[config.mk]
export PLATFORM = sky130hd
export DESIGN_NAME = display_scan_mux
export DESIGN_NICKNAME = d
export VERILOG_FILES = /design/src/rtl/display_scan_mux.sv
export SDC_FILE = /design/constraint.sdc
export NUM_CORES = 1
export LEC_CHECK = 0
export CORE_MARGIN = 2
export CORE_UTILIZATION = 54
export DETAILED_ROUTE_END_ITERATION = 8
export PLACE_DENSITY = 0.89
export SLEW_MARGIN = 0
export SYNTH_ARGS = -nofsm -noshare
export SYNTH_HDL_FRONTEND = slang
export SYNTH_SLANG_ARGS = --single-unit
[constraint.sdc]
create_clock -name clk -period 2.7 [get_ports clk]
set_input_delay 0.27 -clock clk [delete_from_list [all_inputs] [get_ports clk]]
set_output_delay 0.27 -clock clk [all_outputs]
set_load 0.01 [all_outputs]
[src/rtl/display_scan_mux.sv]
// display_scan_mux: scan controller for an 8-digit common-anode seven-segment bank.
// Takes a 32-bit hex word over valid/ready and lights one digit at a time with a blanking gap.
//
// Parameters:
//   TICK_DIV     - cycles each digit is lit (>= 2)
//   BLANK_CYCLES - cycles all anodes are dark before each digit (>= 1)
// Ports:
//   clk, rst_n        - clock, asynchronous active-low reset
//   din, din_valid    - 32-bit word offer, nibble k drives digit k
//   din_ready         - pending register is free
//   dp_in, digit_en   - live per-digit decimal point / enable (active-high)
//   seg, dp, an       - registered active-low segment, decimal point and anode drives
//   frame_done        - one-cycle pulse during the last SHOW cycle of digit 7
// Optional feature:
//   LEADING_ZERO_BLANK_EN - darken leading-zero digits (digit 0 always shown)
module display_scan_mux #(
    parameter int TICK_DIV     = 50000,
    parameter int BLANK_CYCLES = 64
) (
    input  logic        clk,
    input  logic        rst_n,
    input  logic [31:0] din,
    input  logic        din_valid,
    output logic        din_ready,
    input  logic [7:0]  dp_in,
    input  logic [7:0]  digit_en,
    output logic [6:0]  seg,
    output logic        dp,
    output logic [7:0]  an,
    output logic        frame_done
);

    localparam int CNT_MAX = (TICK_DIV > BLANK_CYCLES) ? TICK_DIV : BLANK_CYCLES;
    localparam int CW      = $clog2(CNT_MAX);

    localparam logic [CW-1:0] SHOW_LAST  = CW'(TICK_DIV - 1);
    localparam logic [CW-1:0] BLANK_LAST = CW'(BLANK_CYCLES - 1);

    typedef enum logic {
        BLANK,
        SHOW
    } state_t;

    state_t      state;
    logic [CW-1:0] cnt;
    logic [2:0]  idx;
    logic [31:0] shown;
    logic [31:0] pending;
    logic        pend_full;

    logic        accept;
    logic        blank_end;
    logic        show_end;
    logic        boundary;
    logic        next_show;
    logic        lit;
    logic [3:0]  nib;

    function automatic logic [6:0] decode(input logic [3:0] v);
        logic [6:0] s;
        case (v)
            4'h0:    s = 7'h40;
            4'h1:    s = 7'h79;
            4'h2:    s = 7'h24;
            4'h3:    s = 7'h30;
            4'h4:    s = 7'h19;
            4'h5:    s = 7'h12;
            4'h6:    s = 7'h02;
            4'h7:    s = 7'h78;
            4'h8:    s = 7'h00;
            4'h9:    s = 7'h18;
            4'hA:    s = 7'h08;
            4'hB:    s = 7'h03;
            4'hC:    s = 7'h46;
            4'hD:    s = 7'h21;
            4'hE:    s = 7'h06;
            default: s = 7'h0E;
        endcase
        return s;
    endfunction

    assign din_ready  = !pend_full;
    assign accept     = din_valid && din_ready;
    assign blank_end  = (state == BLANK) && (cnt == BLANK_LAST);
    assign show_end   = (state == SHOW) && (cnt == SHOW_LAST);
    assign boundary   = show_end && (idx == 3'd7);
    assign frame_done = boundary;

    // The cycle after this one is a SHOW cycle; idx only moves on SHOW->BLANK,
    // so the current idx is also the digit being driven next cycle.
    assign next_show  = blank_end || ((state == SHOW) && !show_end);

    assign nib = shown[{idx, 2'b00} +: 4];

    always_comb begin
        lit = digit_en[idx];
`ifdef LEADING_ZERO_BLANK_EN
        if ((idx != 3'd0) && ((shown >> {idx, 2'b00}) == 32'd0)) begin
            lit = 1'b0;
        end
`endif
    end

    always_ff @(posedge clk or negedge rst_n) begin
        if (!rst_n) begin
            state     <= BLANK;
            cnt       <= '0;
            idx       <= 3'd0;
            shown     <= 32'd0;
            pending   <= 32'd0;
            pend_full <= 1'b0;
            an        <= 8'hFF;
            seg       <= 7'h7F;
            dp        <= 1'b1;
        end else begin
            // accept implies pend_full was clear, so the two never collide
            if (boundary && pend_full) begin
                shown     <= pending;
                pend_full <= 1'b0;
            end
            if (accept) begin
                pending   <= din;
                pend_full <= 1'b1;
            end

            case (state)
                BLANK: begin
                    if (blank_end) begin
                        state <= SHOW;
                        cnt   <= '0;
                    end else begin
                        cnt <= cnt + 1'b1;
                    end
                end
                SHOW: begin
                    if (show_end) begin
                        state <= BLANK;
                        cnt   <= '0;
                        idx   <= idx + 3'd1;
                    end else begin
                        cnt <= cnt + 1'b1;
                    end
                end
                default: begin
                    state <= BLANK;
                    cnt   <= '0;
                end
            endcase

            if (next_show) begin
                an  <= lit ? ~(8'd1 << idx) : 8'hFF;
                seg <= decode(nib);
                dp  <= lit ? ~dp_in[idx] : 1'b1;
            end else begin
                an  <= 8'hFF;
                seg <= 7'h7F;
                dp  <= 1'b1;
            end
        end
    end

endmodule

==> Word-level counts from Yosys, hierarchy flattened <==
Memory sizes are Yosys's and may differ from the RTL's.
Index checks and enable logic that the tools add are counted.
Widths: inputs -> output; s select.
{ "word_totals": {"inputBits": 51, "wordCells": 49, "out_inout_bits": 18, "memories": 1, "rom_bits": 112, "ff_bits": 101} }
{ "mem_list": {"columns": ["name", "words", "word_bits", "rd", "rd_ports_with_merged_regs", "wr", "line", "source"], "rows": [
  ["(no name shown)", 16, 7, 1, 0, 0, "61", "case (v)"]
]} }
{ "classes": {"add_sub_neg": 2, "bitwise_logic": 3, "n_reduce_logical": 11, "shifts": 2, "n_eq_ne": 3, "mux": 17, "magnitude_cmp": 1} }
{ "ops": {"columns": ["op", "n"], "rows": [
  ["$mux 16", 2],
  ["$pmux 16 s2", 1],
  ["$shiftx 32x6->4", 1],
  ["$add 16x1->16 const B", 1],
  ["$eq 16x16->1 const B", 1],
  ["$eq 16x6->1 const B", 1],
  ["$mux 8", 2],
  ["$mux 1", 8],
  ["$not 8->8", 1],
  ["$shl 1x3->8 const A", 1],
  ["$mux 7", 1],
  ["$bmux 1 s3", 2],
  ["$logic_and 1x1->1", 6],
  ["$lt 3x4->1 const B", 1],
  ["$add 3x1->3 const B", 1],
  ["$eq 3x3->1 const B", 1],
  ["$logic_not 1->1", 2],
  ["$not 1->1", 2],
  ["$pmux 1 s2", 1],
  ["$reduce_and 2->1", 1],
  ["$reduce_bool 2->1", 1],
  ["$logic_or 1x1->1", 1]
]} }

==> Logic depth before layout (Yosys ltp) <==
Gate-level depths: netlist of the first run.
{ "depth": {"ltp_word": 6, "depth_mapped": 9, "mapped_depth_nobuf": 8} }

==> Least setup slack after synthesis of the first run <==
Ideal clock, no wire load.
{ "synth_path": {"kind": "register to register", "from": "register idx[0]", "to": "register seg[3]", "setup_slack_ps": 321, "synth_period_minus_slack_ps": 2379, "required_time_ps": 2614, "setup_time_ps": 86, "stages_incl_launch_ff": 9, "arrival_time_ps": 2293, "path_buffers": 1, "path_cell_list": "dfrtp_1 > buf_6 > mux4_1 > mux2_2 > inv_1 > ha_1 > and2b_1 > a211oi_1 > o31ai_2"} }
{ "synth_via": {"elab_chain_len": 3} }
{ "synth_lines": {"columns": ["element", "line", "source"], "rows": [
  ["start: declaration", "46", "logic [2:0] idx;"],
  ["start signal: assignment", "139", "idx <= idx + 3'd1;"],
  ["$shiftx 32x6->4", "93", "assign nib = shown[{idx, 2'b00} +: 4];"],
  ["$mem_v2 16x7", null, null],
  ["$mux 7", "150", "if (next_show) begin"],
  ["end signal: assignment", "152", "seg <= decode(nib);"],
  ["end: declaration", "27", "output logic [6:0] seg,"]
]} }
Every way passes these cells.
A chain may end at the register's enable or synchronous reset.

==> Worst setup path after layout of the first run <==
{ "layout_path": {"from": "register cnt[0]", "to": "output frame_done"} }
{ "layout_via": {"elab_chain_len": 3} }
{ "layout_lines": {"columns": ["element", "line", "source"], "rows": [
  ["start: declaration", "45", "logic [CW-1:0] cnt;"],
  ["start signal: assignment", "132", "cnt <= cnt + 1'b1;"],
  ["start signal: assignment", "141", "cnt <= cnt + 1'b1;"],
  ["$eq 16x16->1", "85", "assign show_end = (state == SHOW) && (cnt == SHOW_LAST);"],
  ["$logic_and 1x1->1", "85", null],
  ["$logic_and 1x1->1", "86", "assign boundary = show_end && (idx == 3'd7);"],
  ["end: declaration", "30", "output logic frame_done"]
]} }
Every way passes these cells.

==> flow_summary.toml, run 1 <==
[timing]
rsz0062_at_grt = "false"
setup_violations = 0
fin_skew_ps = 13.6
drv_slew = 0
period_needed_ps = 2530
worst_pin_slew_ps = 618
fmax_mhz = 395
tns_ps = 0
hold_viol_final = 0
fin_crit_sh = 0.938
relSlewSlack = 0.584

[setup_path]
crit_required_ps = 2430
cp-end-kind = "output pin"
critPathMaxStageDelay_ps = 530
crit_fanout = 5
r2r-end = "shown[8]$_DFFE_PN0P_"
crit_path_cell_trace = "ha_1 -> and3_1 -> nand4_4 -> nor2_4 -> and2_1 -> clkdlybuf4s50_1"
worstSetupStartpointType = "flop"
cp.arrival_ps = 2260
ff2ff_path_depth = 8
rrSetupSlack_ps = 270
slowest_stage = "clkdlybuf4s50_1"
path_class = "reg2out"
r2r_start = "cnt[0]$_DFF_PN0_"

[cells_and_area]
final_cell_mix = "dfrtp_1 (84), clkdlybuf4s50_1 (67), mux2_4 (28), mux2_2 (27), nand2_1 (17)"
seq_area_mm2 = 0.00255
multi_input_area_mm2 = 0.00209
nets = 467
layout_commonest_cell = "dfrtp_1"
fin_area_mm2 = 0.00583
final_layout_size_suffix_gt1_frac = 0.293
nFillCells = 604
syn_to_final_growth_pct = 21.6
diodes = 0

[floorplan]
rows = 34
core_area_mm2 = 0.00868
pin_count = 69
dieWidth_um = 98.2
dieArea_mm2 = 0.00964
die_h_um = 98.2
start_util = 0.552

[yosys]
syn_avg_cell_area_um2 = 14.7
synthesis.nets = 388
ys_seq_elements = 101
synth_area_mm2 = 0.00479
synth_flop_cell = "dfrtp_1"
synth_edf_count = 0
seq_area_frac_synth = 0.532
ys_types = 55
synthCells = 325
synthArstFlopShare = 1.00
yosys_warnings = 0

[power]
p_switching_uw = 603
intPower_mw = 2.23
power_mw = 2.83
swShare = 0.213
power_density_mw_per_mm2 = 486
p_seq_frac = 0.566
p_leak_nw = 2.60
pwr-share-clk = 0.376
ir_drop_mv = 0.321
pwr-share-comb = 0.057

[route]
drt_iter0_markers = 98
via_per_inst = 5.56
ant_nets = 0
avgRoutedWirePerCell_um = 17.5
wl_mm = 9.06
post-route-drc-count = 0
dr.pass1.iters = 4
via_count = 2872

[global_routing]
grtUsageTotal = 0.196
grt_max_degree = 54
grt_pass1_wl_mm = 14.9
antenna_found_initial = 0
grt_pass1_vias = 3043
grt-ovfl-total = 0

[run]
maxCapViolations = 0

[clocking]
cts_tree = "done"
clkTransAtPathRegs_ps = 90
numCtsBuffers = 9
clock_latency_ps = 370
h-tree-depth = 3
clkSinkCount = 101
clk_path_buf_depth = 2
cts_root_buffer = "clkbuf_8"

[status]
status = "finished, final reports clean"

[place]
port_buffers = 68
gp_congestion = 0.942
dp_hpwl_mm = 6.65
place_area_mm2 = 0.00557

[hold_path]
hold_path.class = "in2async"
==> worst max-delay path, delay by kind of cell, from the launching register on <==
kind,cells,cell delay [ps]
and+or+nand+nor,4,740
buffers and inverters,1,530
DFF,1,400
adders and majority gates,1,220
==> synthesized netlist by cell type, types with 2 or more instances <==
| cell type | instances | area share |
|---|---|---|
| nor2_1 | 16 | 0.013 |
| ha_1 | 12 | 0.031 |
| mux2_2 | 27 | 0.063 |
| a21oi_1 | 2 | 0.0021 |
| nor2b_1 | 2 | 0.0026 |
| nand2b_1 | 3 | 0.0039 |
| nor3_1 | 3 | 0.0031 |
| o211ai_1 | 2 | 0.0031 |
| and2_1 | 3 | 0.0039 |
| xor2_1 | 6 | 0.011 |
| buf_12 | 3 | 0.013 |
| xnor2_1 | 9 | 0.016 |
| and3_1 | 3 | 0.0039 |
| dfstp_2 | 16 | 0.088 |
| nor3b_2 | 2 | 0.0052 |
| mux4_2 | 2 | 0.0094 |
| dfrtp_1 | 85 | 0.44 |
| mux2_1 | 11 | 0.026 |
| nand4_1 | 3 | 0.0039 |
| nand3_1 | 10 | 0.010 |
| mux4_1 | 10 | 0.055 |
| mux2i_4 | 2 | 0.0094 |
| inv_1 | 8 | 0.0063 |
| nand2_1 | 17 | 0.013 |
| buf_1 | 3 | 0.0023 |
| mux2_4 | 28 | 0.088 |
| buf_6 | 4 | 0.0094 |
| mux2i_1 | 4 | 0.0084 |
| o221ai_1 | 3 | 0.0055 |
==> what timing repair did <==
action	in CTS	in global routing
setup endpoints to repair	0	2
hold buffers	1	0
buffers inserted	0	3
resized for setup	0	1
endpoints found under the hold margin	46	0
==> state kept, by name, indices dropped and copies added, names as in the netlist <==
register and cells:
cnt 16, dp 1, state 1, pend_full 1, idx 3, seg 7
an 8, shown 32, pending 32
==> worst max path at each step <==
stage / start / to / slack (ps) / cells after the start
finish: cnt[0]$_DFF_PN0_ / frame_done / 170 / 6
global route: cnt[0]$_DFF_PN0_ / frame_done / 50 / 6
CTS: cnt[0]$_DFF_PN0_ / frame_done / 60 / 6
detailed placement: idx[0]$_DFFE_PN0P_ / seg[3]$_DFF_PN1_ / 210 / 7
global placement: idx[0]$_DFFE_PN0P_ / seg[3]$_DFF_PN1_ / 330 / 7
floorplan: idx[0]$_DFFE_PN0P_ / seg[3]$_DFF_PN1_ / 320 / 8
==> final cells by class <==
cell class	count	share of cell area
Timing Repair Buffer	80	0.137
Clock buffer	11	0.0243
Inverter	9	0.00580
Clock inverter	5	0.0140
Sequential cell	101	0.437
Tap cell	108	0.0232
Multi-Input combinational cell	203	0.359
==> through the flow <==
stage,utilization,setup slack (ps),instances,hold slack [ps]
6_report,0.671,168,517,458
5_1_grt,0.671,53.4,517,507
4_1_cts,0.669,64.9,514,475
3_5_place_dp,0.642,215,497,333
3_3_place_gp,0.642,332,497,324
2_1_floorplan,-,321,325,-25.6
==> layer usage <==
layer  vias to the layer above  global-route usage  wire [µm]
li1                       1325                   -          -
met4                         0              0.0601        129
met2                        86               0.342       4620
met5                         -                   0          0
met3                        14              0.0365        473
met1                      1447               0.251       3830
==> logic make-up (layout without fill, tap and decap cells) <==
logic type               after synthesis  in the layout  synth area share
multiplexers                          84             84             0.259
buffers and inverters                 21            105            0.0332
XOR/XNOR                              15             15            0.0274
AO/OA/AOI/OAI                         17             17            0.0277
adder cells (fa/ha/maj)               12             12            0.0313
flip-flops                           101            101             0.532
AND/OR/NAND/NOR                       75             75            0.0898
==> power groups by stage <==
stage | clock (mW) | sequential, mW | combinational (mW)
after floorplan | 0 | 1.62 | 0.0530
final | 1.07 | 1.60 | 0.163
after CTS | 1.08 | 1.60 | 0.167
after global placement | 0 | 1.63 | 0.161
after detailed placement | 0 | 1.63 | 0.165
after global routing | 1.15 | 1.61 | 0.179
(Power assumes the default switching activity.)
==> run 2: changes to the inputs <==
- CORE_UTILIZATION: 54 -> 55
- DONT_BUFFER_PORTS: not set -> 1
- PLACE_DENSITY: 0.89 -> 0.8
==> flow_summary.toml, run 2 (synthesis gave the netlist of run 1 again) <==
[timing]
rsz0062_at_grt = "false"
period_needed_ps = 2460
drv_slew = 0
relSlewSlack = 0.608
fmax_mhz = 406
worst_pin_slew_ps = 582
setup_violations = 0
tns_ps = 0
hold_viol_final = 0
fin_skew_ps = 14.2
fin_crit_sh = 0.912

[hold_path]
hold_path.class = "in2reg"
hold_end = "pend_full$_DFFE_PN0P_"
worstHoldStart = "din_valid"
hold_depth = 2

[clocking]
clk_path_buf_depth = 2
clkTransAtPathRegs_ps = 100
ctsHoldBuffers = 2
clkSinkCount = 101
cts_resized = 0
h-tree-depth = 3
postCtsSetupBuffers = 0
numCtsBuffers = 9
clock_latency_ps = 370
cts_root_buffer = "clkbuf_8"
cts_tree = "done"

[status]
status = "finished, final reports clean"

[place]
gp_congestion = 0.906
dp_hpwl_mm = 5.83
port_buffers = 0

[power]
power_mw = 2.70
p_leak_nw = 2.30
power_density_mw_per_mm2 = 528
ir_drop_mv = 0.361

[floorplan]
pin_count = 69
rows = 34
start_util = 0.558
core_area_mm2 = 0.00859
dieArea_mm2 = 0.00948
dieWidth_um = 97.3
die_h_um = 97.3

[setup_path]
cp.arrival_ps = 2760
r2r_start = "idx[0]$_DFFE_PN0P_"
path_class = "reg2reg"
slowest_stage = "mux4_1"
crit_fanout = 7
crit_required_ps = 2990
ff2ff_path_depth = 7
r2r-end = "seg[3]$_DFF_PN1_"
worstSetupStartpointType = "flop"
rrSetupSlack_ps = 240
critPathMaxStageDelay_ps = 600
crit_path_cell_trace = "mux4_1 -> mux2_2 -> inv_1 -> ha_1 -> and2b_1 -> a211oi_1 -> o31ai_2"
cp-end-kind = "flop"

[cells_and_area]
final_cell_mix = "dfrtp_1 (85), mux2_4 (28), mux2_2 (27), nand2_1 (17)"
syn_to_final_growth_pct = 6.68
top_regs = "pending: 32 flops, shown: 32 flops, cnt: 16 flops"
final_layout_size_suffix_gt1_frac = 0.339
diodes = 0
layout_commonest_cell = "dfrtp_1"
nets = 394

[route]
ant_nets = 0
avgRoutedWirePerCell_um = 18.4
via_per_inst = 5.65
via_count = 2507
drt_iter0_markers = 80
dr.pass1.iters = 4
wl_mm = 8.17
post-route-drc-count = 0

[global_routing]
grt-ovfl-total = 0
grt_max_degree = 102
grtUsageTotal = 0.187
antenna_found_initial = 0
grt_pass1_wl_mm = 13.9
grt_pass1_vias = 2682

[run]
maxCapViolations = 0
## run 2: changes by cell type in the layout (fill, tap and decap cells not counted), sizes merged
cell           previous run  this run
inv                      10        12
clkinv                    1         0
clkbuf                   11        10
buf                      12         6
clkdlybuf4s50            67         0
clkinvlp                  1         2
bufinv                    2         1
## run 2: worst max path at each step
stage | slack [ps] | end | from | cells past startpoint
floorplan | 320 | seg[3]$_DFF_PN1_ | idx[0]$_DFFE_PN0P_ | 8
global placement | 350 | seg[3]$_DFF_PN1_ | idx[0]$_DFFE_PN0P_ | 7
detailed placement | 250 | seg[3]$_DFF_PN1_ | idx[0]$_DFFE_PN0P_ | 7
CTS | 230 | seg[3]$_DFF_PN1_ | idx[0]$_DFFE_PN0P_ | 7
global route | 70 | seg[3]$_DFF_PN1_ | idx[0]$_DFFE_PN0P_ | 7
finish | 240 | seg[3]$_DFF_PN1_ | idx[0]$_DFFE_PN0P_ | 7
## run 2: layout make-up
cell class	instances	area, µm²
clock inverter	6	76.3
tap	108	135
timing repair buffer	7	87.6
clock buffer	10	138
fill	652	3480
multi-input combinational	203	2090
sequential	101	2550
inverter	9	33.8
## run 2: critical path, delay by kind of cell (launching register included)
kind	cells	cell delay [ps]
mux	2	940
flops	1	530
fa+ha+maj	1	300
compound gates	2	280
simple gates	1	220
buf+inv	1	120
## run 2: report_power, final
part / leakage [nW] / internal [mW] / switching [mW] / total [mW]
registers: 1.29 / 1.57 / 0.0333 / 1.60
logic: 0.914 / 0.0485 / 0.0434 / 0.0919
clock network: 0.103 / 0.470 / 0.534 / 1.00
total: 2.30 / 2.09 / 0.611 / 2.70
## run 2: metrics by stage
step | cells | worst slack (ps) | utilization | hold WS (ps) | area, µm²
2_1_floorplan | 325 | 321 | - | -25.6 | 4790
3_3_place_gp | 426 | 354 | 0.566 | -21.6 | 4860
3_5_place_dp | 426 | 248 | 0.566 | -21.7 | 4860
4_1_cts | 444 | 227 | 0.595 | 7.44 | 5110
5_1_grt | 444 | 65.3 | 0.595 | 7.71 | 5110
6_report | 444 | 237 | 0.595 | 17.9 | 5110
## run 2: layer usage
layer,vias up,part of all wire,track usage
met1,1256,0.46,0.252
met4,0,0.020,0.0641
li1,1181,-,-
met3,13,0.052,0.0547
met5,-,0,0
met2,57,0.47,0.295
